==> src/rtl/req_arbiter8_if.sv <==
// Request/grant bundle between eight requesters and the shared-resource arbiter.
interface req_arbiter8_if;
  logic       en;
  logic [7:0] req;
  logic [7:0] mask;
  logic       done;
  logic [7:0] gnt;
  logic [2:0] gnt_id;
  logic       gnt_valid;
  logic       timeout;
  logic [2:0] timeout_id;

  modport master (
    output en, req, mask, done,
    input  gnt, gnt_id, gnt_valid, timeout, timeout_id
  );

  modport slave (
    input  en, req, mask, done,
    output gnt, gnt_id, gnt_valid, timeout, timeout_id
  );
endinterface

==> src/rtl/req_arbiter8.sv <==
// Eight-way arbiter: picks one eligible requester in IDLE (fixed priority or
// round robin), holds the grant until done or a hold timeout force-releases it.
module req_arbiter8 #(
  parameter bit          RR_EN    = 1'b1,
  parameter int unsigned MAX_HOLD = 16
) (
  input logic         clk,
  input logic         rst,
  req_arbiter8_if.slave bus
);

  typedef enum logic {IDLE, BUSY} state_t;

  localparam logic [7:0] HOLD_LAST = 8'(MAX_HOLD - 1);

  state_t     state_q, state_d;
  logic [7:0] hcnt_q, hcnt_d;
  logic [2:0] last_q, last_d;
  logic [7:0] gnt_q, gnt_d;
  logic [2:0] gid_q, gid_d;
  logic       gv_q, gv_d;
  logic       tmo_q, tmo_d;
  logic [2:0] tid_q, tid_d;

  logic [7:0] elig;
  logic [2:0] win_id;
  logic       win_found;
  logic [2:0] scan_idx;

  assign elig = bus.req & ~bus.mask;

  // Winner selection: MSB-first priority encode, or first set bit after last.
  always_comb begin
    win_id    = 3'd0;
    win_found = 1'b0;
    scan_idx  = 3'd0;
    if (RR_EN) begin
      // k=8 wraps to last itself, so the previous owner is considered last.
      for (int k = 1; k <= 8; k++) begin
        scan_idx = last_q + 3'(k);
        if (!win_found && elig[scan_idx]) begin
          win_id    = scan_idx;
          win_found = 1'b1;
        end
      end
    end else begin
      for (int i = 0; i < 8; i++) begin
        if (elig[i]) begin
          win_id    = 3'(i);
          win_found = 1'b1;
        end
      end
    end
  end

  // Next-state and next-output logic for the IDLE/BUSY controller.
  always_comb begin
    state_d = state_q;
    hcnt_d  = hcnt_q;
    last_d  = last_q;
    gnt_d   = gnt_q;
    gid_d   = gid_q;
    gv_d    = gv_q;
    tmo_d   = 1'b0;
    tid_d   = tid_q;
    case (state_q)
      IDLE: begin
        if (bus.en && win_found) begin
          gnt_d   = 8'b1 << win_id;
          gid_d   = win_id;
          gv_d    = 1'b1;
          hcnt_d  = 8'd0;
          state_d = BUSY;
          if (RR_EN) last_d = win_id;
        end
      end
      BUSY: begin
        hcnt_d = hcnt_q + 8'd1;
        // done is checked first so a release on the final cycle is not a timeout.
        if (bus.done) begin
          gnt_d   = 8'd0;
          gid_d   = 3'd0;
          gv_d    = 1'b0;
          state_d = IDLE;
        end else if (hcnt_q == HOLD_LAST) begin
          gnt_d   = 8'd0;
          gid_d   = 3'd0;
          gv_d    = 1'b0;
          tmo_d   = 1'b1;
          tid_d   = gid_q;
          state_d = IDLE;
        end
      end
      default: state_d = IDLE;
    endcase
  end

  // State and registered outputs; synchronous reset overrides everything.
  always_ff @(posedge clk) begin
    if (rst) begin
      state_q <= IDLE;
      hcnt_q  <= 8'd0;
      last_q  <= 3'd7;
      gnt_q   <= 8'd0;
      gid_q   <= 3'd0;
      gv_q    <= 1'b0;
      tmo_q   <= 1'b0;
      tid_q   <= 3'd0;
    end else begin
      state_q <= state_d;
      hcnt_q  <= hcnt_d;
      last_q  <= last_d;
      gnt_q   <= gnt_d;
      gid_q   <= gid_d;
      gv_q    <= gv_d;
      tmo_q   <= tmo_d;
      tid_q   <= tid_d;
    end
  end

  assign bus.gnt        = gnt_q;
  assign bus.gnt_id     = gid_q;
  assign bus.gnt_valid  = gv_q;
  assign bus.timeout    = tmo_q;
  assign bus.timeout_id = tid_q;

endmodule
==> src/flat_wrapper.sv <==
// flat-port wrapper written by rule: the top's interface ports become plain ports
module req_arbiter8_flat 
#(
  parameter bit          RR_EN    = 1'b1,
  parameter int unsigned MAX_HOLD = 16
)
  (clk, rst, bus_en, bus_req, bus_mask, bus_done, bus_gnt, bus_gnt_id, bus_gnt_valid, bus_timeout, bus_timeout_id);
  req_arbiter8_if bus_i ();
  input logic clk;
  input logic rst;
  input wire logic [$bits(bus_i.en)-1:0] bus_en;
  input wire logic [$bits(bus_i.req)-1:0] bus_req;
  input wire logic [$bits(bus_i.mask)-1:0] bus_mask;
  input wire logic [$bits(bus_i.done)-1:0] bus_done;
  output wire logic [$bits(bus_i.gnt)-1:0] bus_gnt;
  output wire logic [$bits(bus_i.gnt_id)-1:0] bus_gnt_id;
  output wire logic [$bits(bus_i.gnt_valid)-1:0] bus_gnt_valid;
  output wire logic [$bits(bus_i.timeout)-1:0] bus_timeout;
  output wire logic [$bits(bus_i.timeout_id)-1:0] bus_timeout_id;
  assign bus_i.en = bus_en;
  assign bus_i.req = bus_req;
  assign bus_i.mask = bus_mask;
  assign bus_i.done = bus_done;
  assign bus_gnt = bus_i.gnt;
  assign bus_gnt_id = bus_i.gnt_id;
  assign bus_gnt_valid = bus_i.gnt_valid;
  assign bus_timeout = bus_i.timeout;
  assign bus_timeout_id = bus_i.timeout_id;
  req_arbiter8 #(.RR_EN(RR_EN), .MAX_HOLD(MAX_HOLD)) u_core (.clk(clk), .rst(rst), .bus(bus_i));
endmodule
==> config.mk <==
export PLATFORM = sky130hd
export DESIGN_NAME = req_arbiter8_flat
export DESIGN_NICKNAME = d
export VERILOG_FILES = /design/src/rtl/req_arbiter8_if.sv /design/src/rtl/req_arbiter8.sv /design/src/flat_wrapper.sv
export SDC_FILE = /design/constraint.sdc
export NUM_CORES = 1
export LEC_CHECK = 0
export CAP_MARGIN = 25
export CORE_MARGIN = 2
export CORE_UTILIZATION = 48
export DETAILED_ROUTE_END_ITERATION = 7
export GPL_ROUTABILITY_DRIVEN = 0
export PLACE_DENSITY = 0.73
export SLEW_MARGIN = 20
export SYNTH_ARGS = -nofsm -noshare
export SYNTH_HDL_FRONTEND = slang
export SYNTH_SLANG_ARGS = --single-unit
==> constraint.sdc <==
create_clock -name clk -period 6 [get_ports clk]
set_input_delay 0.6 -clock clk [delete_from_list [all_inputs] [get_ports clk]]
set_output_delay 0.6 -clock clk [all_outputs]
set_load 0.02 [all_outputs]
==> run summary, run 1 <==
area grow syn2layout = 19.7%
NumNets Final = 288
run status = finished, final reports clean
layout cell share with drive strength beyond 1 = 12.5%
Post-CTS Setup Bufs = 0
reg-to-reg setup timing slack = 1.62 ns
crit path buf inv count = 2
Tmin final = 4.38 ns
Post-synth EDFFs = 0
n_diodes = 0
RR Endpoint = u_core.bus.gnt[7]
final critical-path share of the clock period = 73.0%
CORE AREA = 0.00438 mm2
Post-Syn Area = 0.00220 mm2
worst-skew pair later-pin latency = 0.27 ns
GR Overflow Total = 0
fraction of registers with async set/reset = 0%
root buffer cell = clkbuf_8
sequential share of the synthesized area = 25.5%
Hold Slack = 0.471 ns
WP depth = 9
largest net degree at the start of global routing = 24
final-layout fill cell count = 382
worst setup margin = 1.62 ns
Worst Hold Depth = 1
Distinct cells, synth = 57
worst path cell trace = inv_1 > ha_1 > xnor2_1 > mux4_2 > or3b_1 > o311ai_4 > inv_2 > and4b_1 > a32o_1
CTS Hold Bufs = 0
CTS tree = built
Pleak = 0.972 nW
startpoint types = flop
Crit Path Category = flop to flop
# setup viols final = 0
Slew Viols, Final = 0
Vias/cell = 6.28
worst r2r path cells = 9
DRC = 0
Hold/Removal Path Class = flop to flop
H-tree levels = 1
average wire per standard cell = 16.0 um
CP arrival = 4.55 ns
TNS Setup = 0 ns
GRT Total Usage = 20.5%
HP Start = u_core.bus.gnt[1]
final-report hold violation count = 0
Routed WL = 5070 um
CTS sink cnt = 28
Place WS = 1.65 ns
commonest cells after routing, fill and taps aside = clkdlybuf4s50_1, dfxtp_1, mux2i_1, nand2_1
first-pass GRT wire length = 8580 um
Worst Tran Pin Value = 0.818 ns
Initial Util = 50.2%
HPWL after DPL = 3910 um
number of nets with antenna violations after routing = 0
Hold Crit Endpoint = u_core.bus.gnt[1]
Die H = 71.7 um
post-cts sizing count = 0
Max VDD drop = 0.000461 V
Std-Cell Rows = 24
Largest stage delay, worst path = 0.72 ns
Max-Cap Viols = 0
Critical-path top delay cell = dfxtp_1
Req. time, crit path = 6.17 ns
TritonRoute pass-1 iters = 4
I/O Pins = 36
Post-DP Area = 0.00256 mm2
Setup crit end kind = flop
RSZ-0062 raised after global routing = false
CTS clk-pin slew, worst paths = 0.09 ns
DR vias = 1983
final instance area = 0.00264 mm2
leading cell type in the layout, fill and taps excluded = clkdlybuf4s50_1
Layout Skew = 0.00620 ns
Seq cells post-synth = 28
ys flop type = dfxtp_1
number of global-route vias before repair = 1790
cts bufs inserted = 3
Syn Inst Count = 237
Die Width = 71.7 um
Max Clk Rate = 0.228 GHz
Synth Warn # = 0
Slew headroom = 45.3%
full die area = 0.00515 mm2
Worst Setup SP = u_core.last_q[1]
antenna violations before repair = 0
pwr/cell area = 583 mW/mm2
Mapped Avg Cell Area = 9.29 um2
Max clock buf depth = 2
Syn Nets = 260
I/O Buffers = 35
FF-to-FF Start = u_core.last_q[1]
crit-path max FO = 17
Top delay family on crit path = compound AO/OA/AOI/OAI gates
1st-iter DRT viols = 87
==> cell families (layout without fill, tap and decap cells) <==
group | Yosys count | count (layout) | synth area share [%]
DFF | 28 | 28 | 25.5
muxes | 36 | 36 | 24.7
and+or+nand+nor | 84 | 84 | 21.1
AOI/OAI and AO/OA | 62 | 62 | 21.4
xor gates and xnor gates | 3 | 3 | 1.19
buffers and inverters | 21 | 48 | 4.49
adders and majority gates | 3 | 3 | 1.70
==> area by class of cell <==
| type | instances | area [um2] | area share [%] |
|---|---|---|---|
| well taps | 52 | 65.1 | 2.47 |
| inverters | 7 | 31.3 | 1.19 |
| clock inverters | 1 | 30.0 | 1.14 |
| clock buffers | 3 | 41.3 | 1.57 |
| flip-flops and latches | 28 | 561 | 21.3 |
| repair buffers | 37 | 365 | 13.9 |
| multi-input cells | 188 | 1540 | 58.5 |
==> metrics by stage <==
stage | utilization (%) | power, mW | cells
CTS | 60.1 | 1.53 | 316
global route | 60.1 | 1.65 | 316
floorplan | - | 1.14 | 237
detailed placement | 58.5 | 1.38 | 312
finish | 60.1 | 1.54 | 316
global placement | 58.5 | 1.37 | 312
==> state kept, by name, summed over array words and instances (netlist names) <==
register and flops:
u_core.bus.gnt_id 3, u_core.bus.timeout 1, u_core.state_q 1, u_core.last_q 3, u_core.bus.timeout_id 3, u_core.bus.gnt_valid 1, u_core.hcnt_q 8, u_core.bus.gnt 8
==> power breakdown <==
part / internal (mW) / switching [mW] / leakage [nW] / total, mW
registers: 0.226 / 0.0587 / 0.228 / 0.285
logic: 0.483 / 0.624 / 0.708 / 1.11
clock network: 0.0893 / 0.0578 / 0.0357 / 0.147
==> worst max path at each step <==
stage                              to  slack, ns
floorplan           u_core.bus.gnt[2]       2.42
global placement    u_core.bus.gnt[6]       1.74
detailed placement  u_core.bus.gnt[7]       1.65
CTS                 u_core.bus.gnt[7]       1.63
global route        u_core.bus.gnt[6]       1.30
finish              u_core.bus.gnt[7]       1.62
==> cells in the mapped netlist, types with 3 or more instances <==
cell	number	area share, %
mux4_2	14	14
mux2i_1	19	8.6
nand2_1	16	2.7
a21oi_1	15	3.4
clkbuf_1	7	1.2
or2_2	3	0.85
nor3_1	4	0.91
a22o_1	3	1.2
nand2b_1	7	2.0
buf_2	3	0.68
inv_1	5	0.85
dfxtp_1	28	25
ha_1	3	1.7
and2_1	3	0.85
a211oi_1	4	1.4
nor2b_1	7	2.0
nand3b_1	5	1.7
a32o_1	9	4.1
o21ai_0	9	2.0
nor2_1	15	2.6
nand3_1	11	2.5
==> per-layer routing <==
layer | vias up | share of wire [%] | routed length (um) | global-route usage [%]
met4 | 0 | 0.75 | 38 | 3.77
met5 | - | 0 | 0 | 0
met2 | 54 | 48 | 2450 | 33.4
li1 | 969 | - | - | -
met1 | 956 | 46 | 2330 | 28.8
met3 | 4 | 5.0 | 255 | 3.80
Power figures use the tool's default switching activity.
==> inputs of run 2 (changes only) <==
- clock period: 6 -> 4.3 ns (I/O delays scaled with it)
==> run 2 against run 1 <==
Critical path depth is 1 higher. Total power rose by 43%. Worst setup slack got worse by 0.71 ns. Clock skew shrank 0.0027 ns. Sequential share of layout area is 0.30 points lower. Flip-flop and latch count unchanged. Via count increased by 1.8%. Hold slack gained 0.0020 ns. Wire length up 2.4%. Global-route usage grew 0.095 points. Cell area increased by 1.4%. Core utilization rose by 0.86 points. Critical endpoint is now u_core.bus.gnt[1].
==> run summary, run 2 (synthesized netlist as in run 1, its figures left out) <==
Worst Tran Pin Value = 0.798 ns
Post-DP Area = 0.00260 mm2
number of global-route vias before repair = 1769
Max-Cap Viols = 0
post-cts sizing count = 0
Largest stage delay, worst path = 0.52 ns
Max VDD drop = 0.000637 V
I/O Pins = 36
Routed WL = 5190 um
HP Start = u_core.bus.gnt[6]
CTS tree = built
Hold Slack = 0.473 ns
RR Endpoint = u_core.bus.gnt[1]
Max clock buf depth = 2
GR Overflow Total = 0
1st-iter DRT viols = 106
root buffer cell = clkbuf_8
Place WS = 0.777 ns
Top delay family on crit path = simple AND/OR/NAND/NOR gates
number of nets with antenna violations after routing = 0
worst setup margin = 0.913 ns
DRC = 0
n_diodes = 0
HPWL after DPL = 4070 um
antenna violations before repair = 0
largest net degree at the start of global routing = 24
CTS sink cnt = 28
H-tree levels = 1
CTS clk-pin slew, worst paths = 0.09 ns
crit path buf inv count = 2
Die H = 71.7 um
Initial Util = 50.2%
NumNets Final = 293
startpoint types = flop
I/O Buffers = 35
Die Width = 71.7 um
Critical-path top delay cell = dfxtp_1
Worst Hold Depth = 1
run status = finished, final reports clean
leading cell type in the layout, fill and taps excluded = clkdlybuf4s50_1
Tmin final = 3.39 ns
worst-skew pair later-pin latency = 0.27 ns
TNS Setup = 0 ns
Hold Crit Endpoint = u_core.bus.gnt[6]
Slew headroom = 46.6%
RSZ-0062 raised after global routing = false
Worst path most repeated cell = buf_4
Layout Skew = 0.00354 ns
crit-path max FO = 16
worst r2r path cells = 10
Setup crit end kind = flop
Slew Viols, Final = 0
final instance area = 0.00267 mm2
Hold/Removal Path Class = flop to flop
commonest cells after routing, fill and taps aside = clkdlybuf4s50_1, dfxtp_1, mux2i_1, nand2_1
first-pass GRT wire length = 8560 um
GRT Total Usage = 20.6%
CTS Hold Bufs = 0
Vias/cell = 6.29
worst path cell trace = buf_4 > ha_1 > xor2_1 > buf_4 > mux4_2 > or3b_1 > o31a_1 > o21ai_2 > and2b_1 > a32o_1
final critical-path share of the clock period = 78.8%
DR vias = 2018
reg-to-reg setup timing slack = 0.91 ns
cts bufs inserted = 3
Req. time, crit path = 4.52 ns
final-report hold violation count = 0
Std-Cell Rows = 24
Post-CTS Setup Bufs = 0
layout cell share with drive strength beyond 1 = 14.1%
pwr/cell area = 821 mW/mm2
Pleak = 0.995 nW
average wire per standard cell = 16.2 um
# setup viols final = 0
full die area = 0.00515 mm2
Crit Path Category = flop to flop
area grow syn2layout = 21.4%
CORE AREA = 0.00438 mm2
CP arrival = 3.61 ns
Max Clk Rate = 0.295 GHz
FF-to-FF Start = u_core.last_q[0]
TritonRoute pass-1 iters = 4
==> run 2: cell count changes in the layout (fill, tap and decap cells not counted), sizes merged <==
cell / before / now
buf: 2 / 7
==> run 2: area by class of cell <==
| cell class | instances | area (um2) |
|---|---|---|
| fill | 401 | 1710 |
| clock inverter | 1 | 30.0 |
| inverter | 7 | 31.3 |
| clock buffer | 3 | 41.3 |
| tap | 52 | 65.1 |
| sequential | 28 | 561 |
| timing repair buffer | 42 | 403 |
| multi-input combinational | 188 | 1540 |
==> run 2: worst max-delay path by stage <==
stage | from | slack, ns | cells after the start | endpoint
5_1_grt | u_core.last_q[0] | 0.64 | 10 | u_core.bus.gnt[1]
6_report | u_core.last_q[0] | 0.91 | 10 | u_core.bus.gnt[1]
2_1_floorplan | u_core.last_q[1] | 0.72 | 10 | u_core.bus.gnt[2]
4_1_cts | u_core.last_q[0] | 0.93 | 10 | u_core.bus.gnt[1]
3_3_place_gp | bus_req[2] | 0.86 | 9 | u_core.bus.gnt[4]
3_5_place_dp | bus_req[6] | 0.78 | 9 | u_core.bus.gnt[1]
==> run 2: worst reg2reg max path, cell delays in order, from the launching register on <==
cell and delay [ns]:
dfxtp_1 0.52, buf_4 0.31, ha_1 0.20, xor2_1 0.14
buf_4 0.19, mux4_2 0.37, or3b_1 0.51, o31a_1 0.39
o21ai_2 0.22, and2b_1 0.32, a32o_1 0.17
==> run 2: through the flow <==
stage,power (mW),instances,utilization [%]
floorplan,1.59,237,-
global placement,1.97,317,59.4
detailed placement,1.97,317,59.4
CTS,2.18,321,61.0
global route,2.36,321,61.0
finish,2.20,321,61.0
==> run 2: routing by layer <==
layer	track usage (%)	routed length [um]
met1	30.1	2360
met2	33.2	2470
met3	2.11	289
met5	0	0
met4	4.40	74
==> run 2: power breakdown <==
part           switching [mW]  total [mW]  internal [mW]  leakage, nW
registers              0.0570       0.373          0.316        0.228
logic                   0.913        1.62          0.706        0.732
clock network          0.0799       0.204          0.125       0.0357
total                    1.05        2.20           1.15        0.995
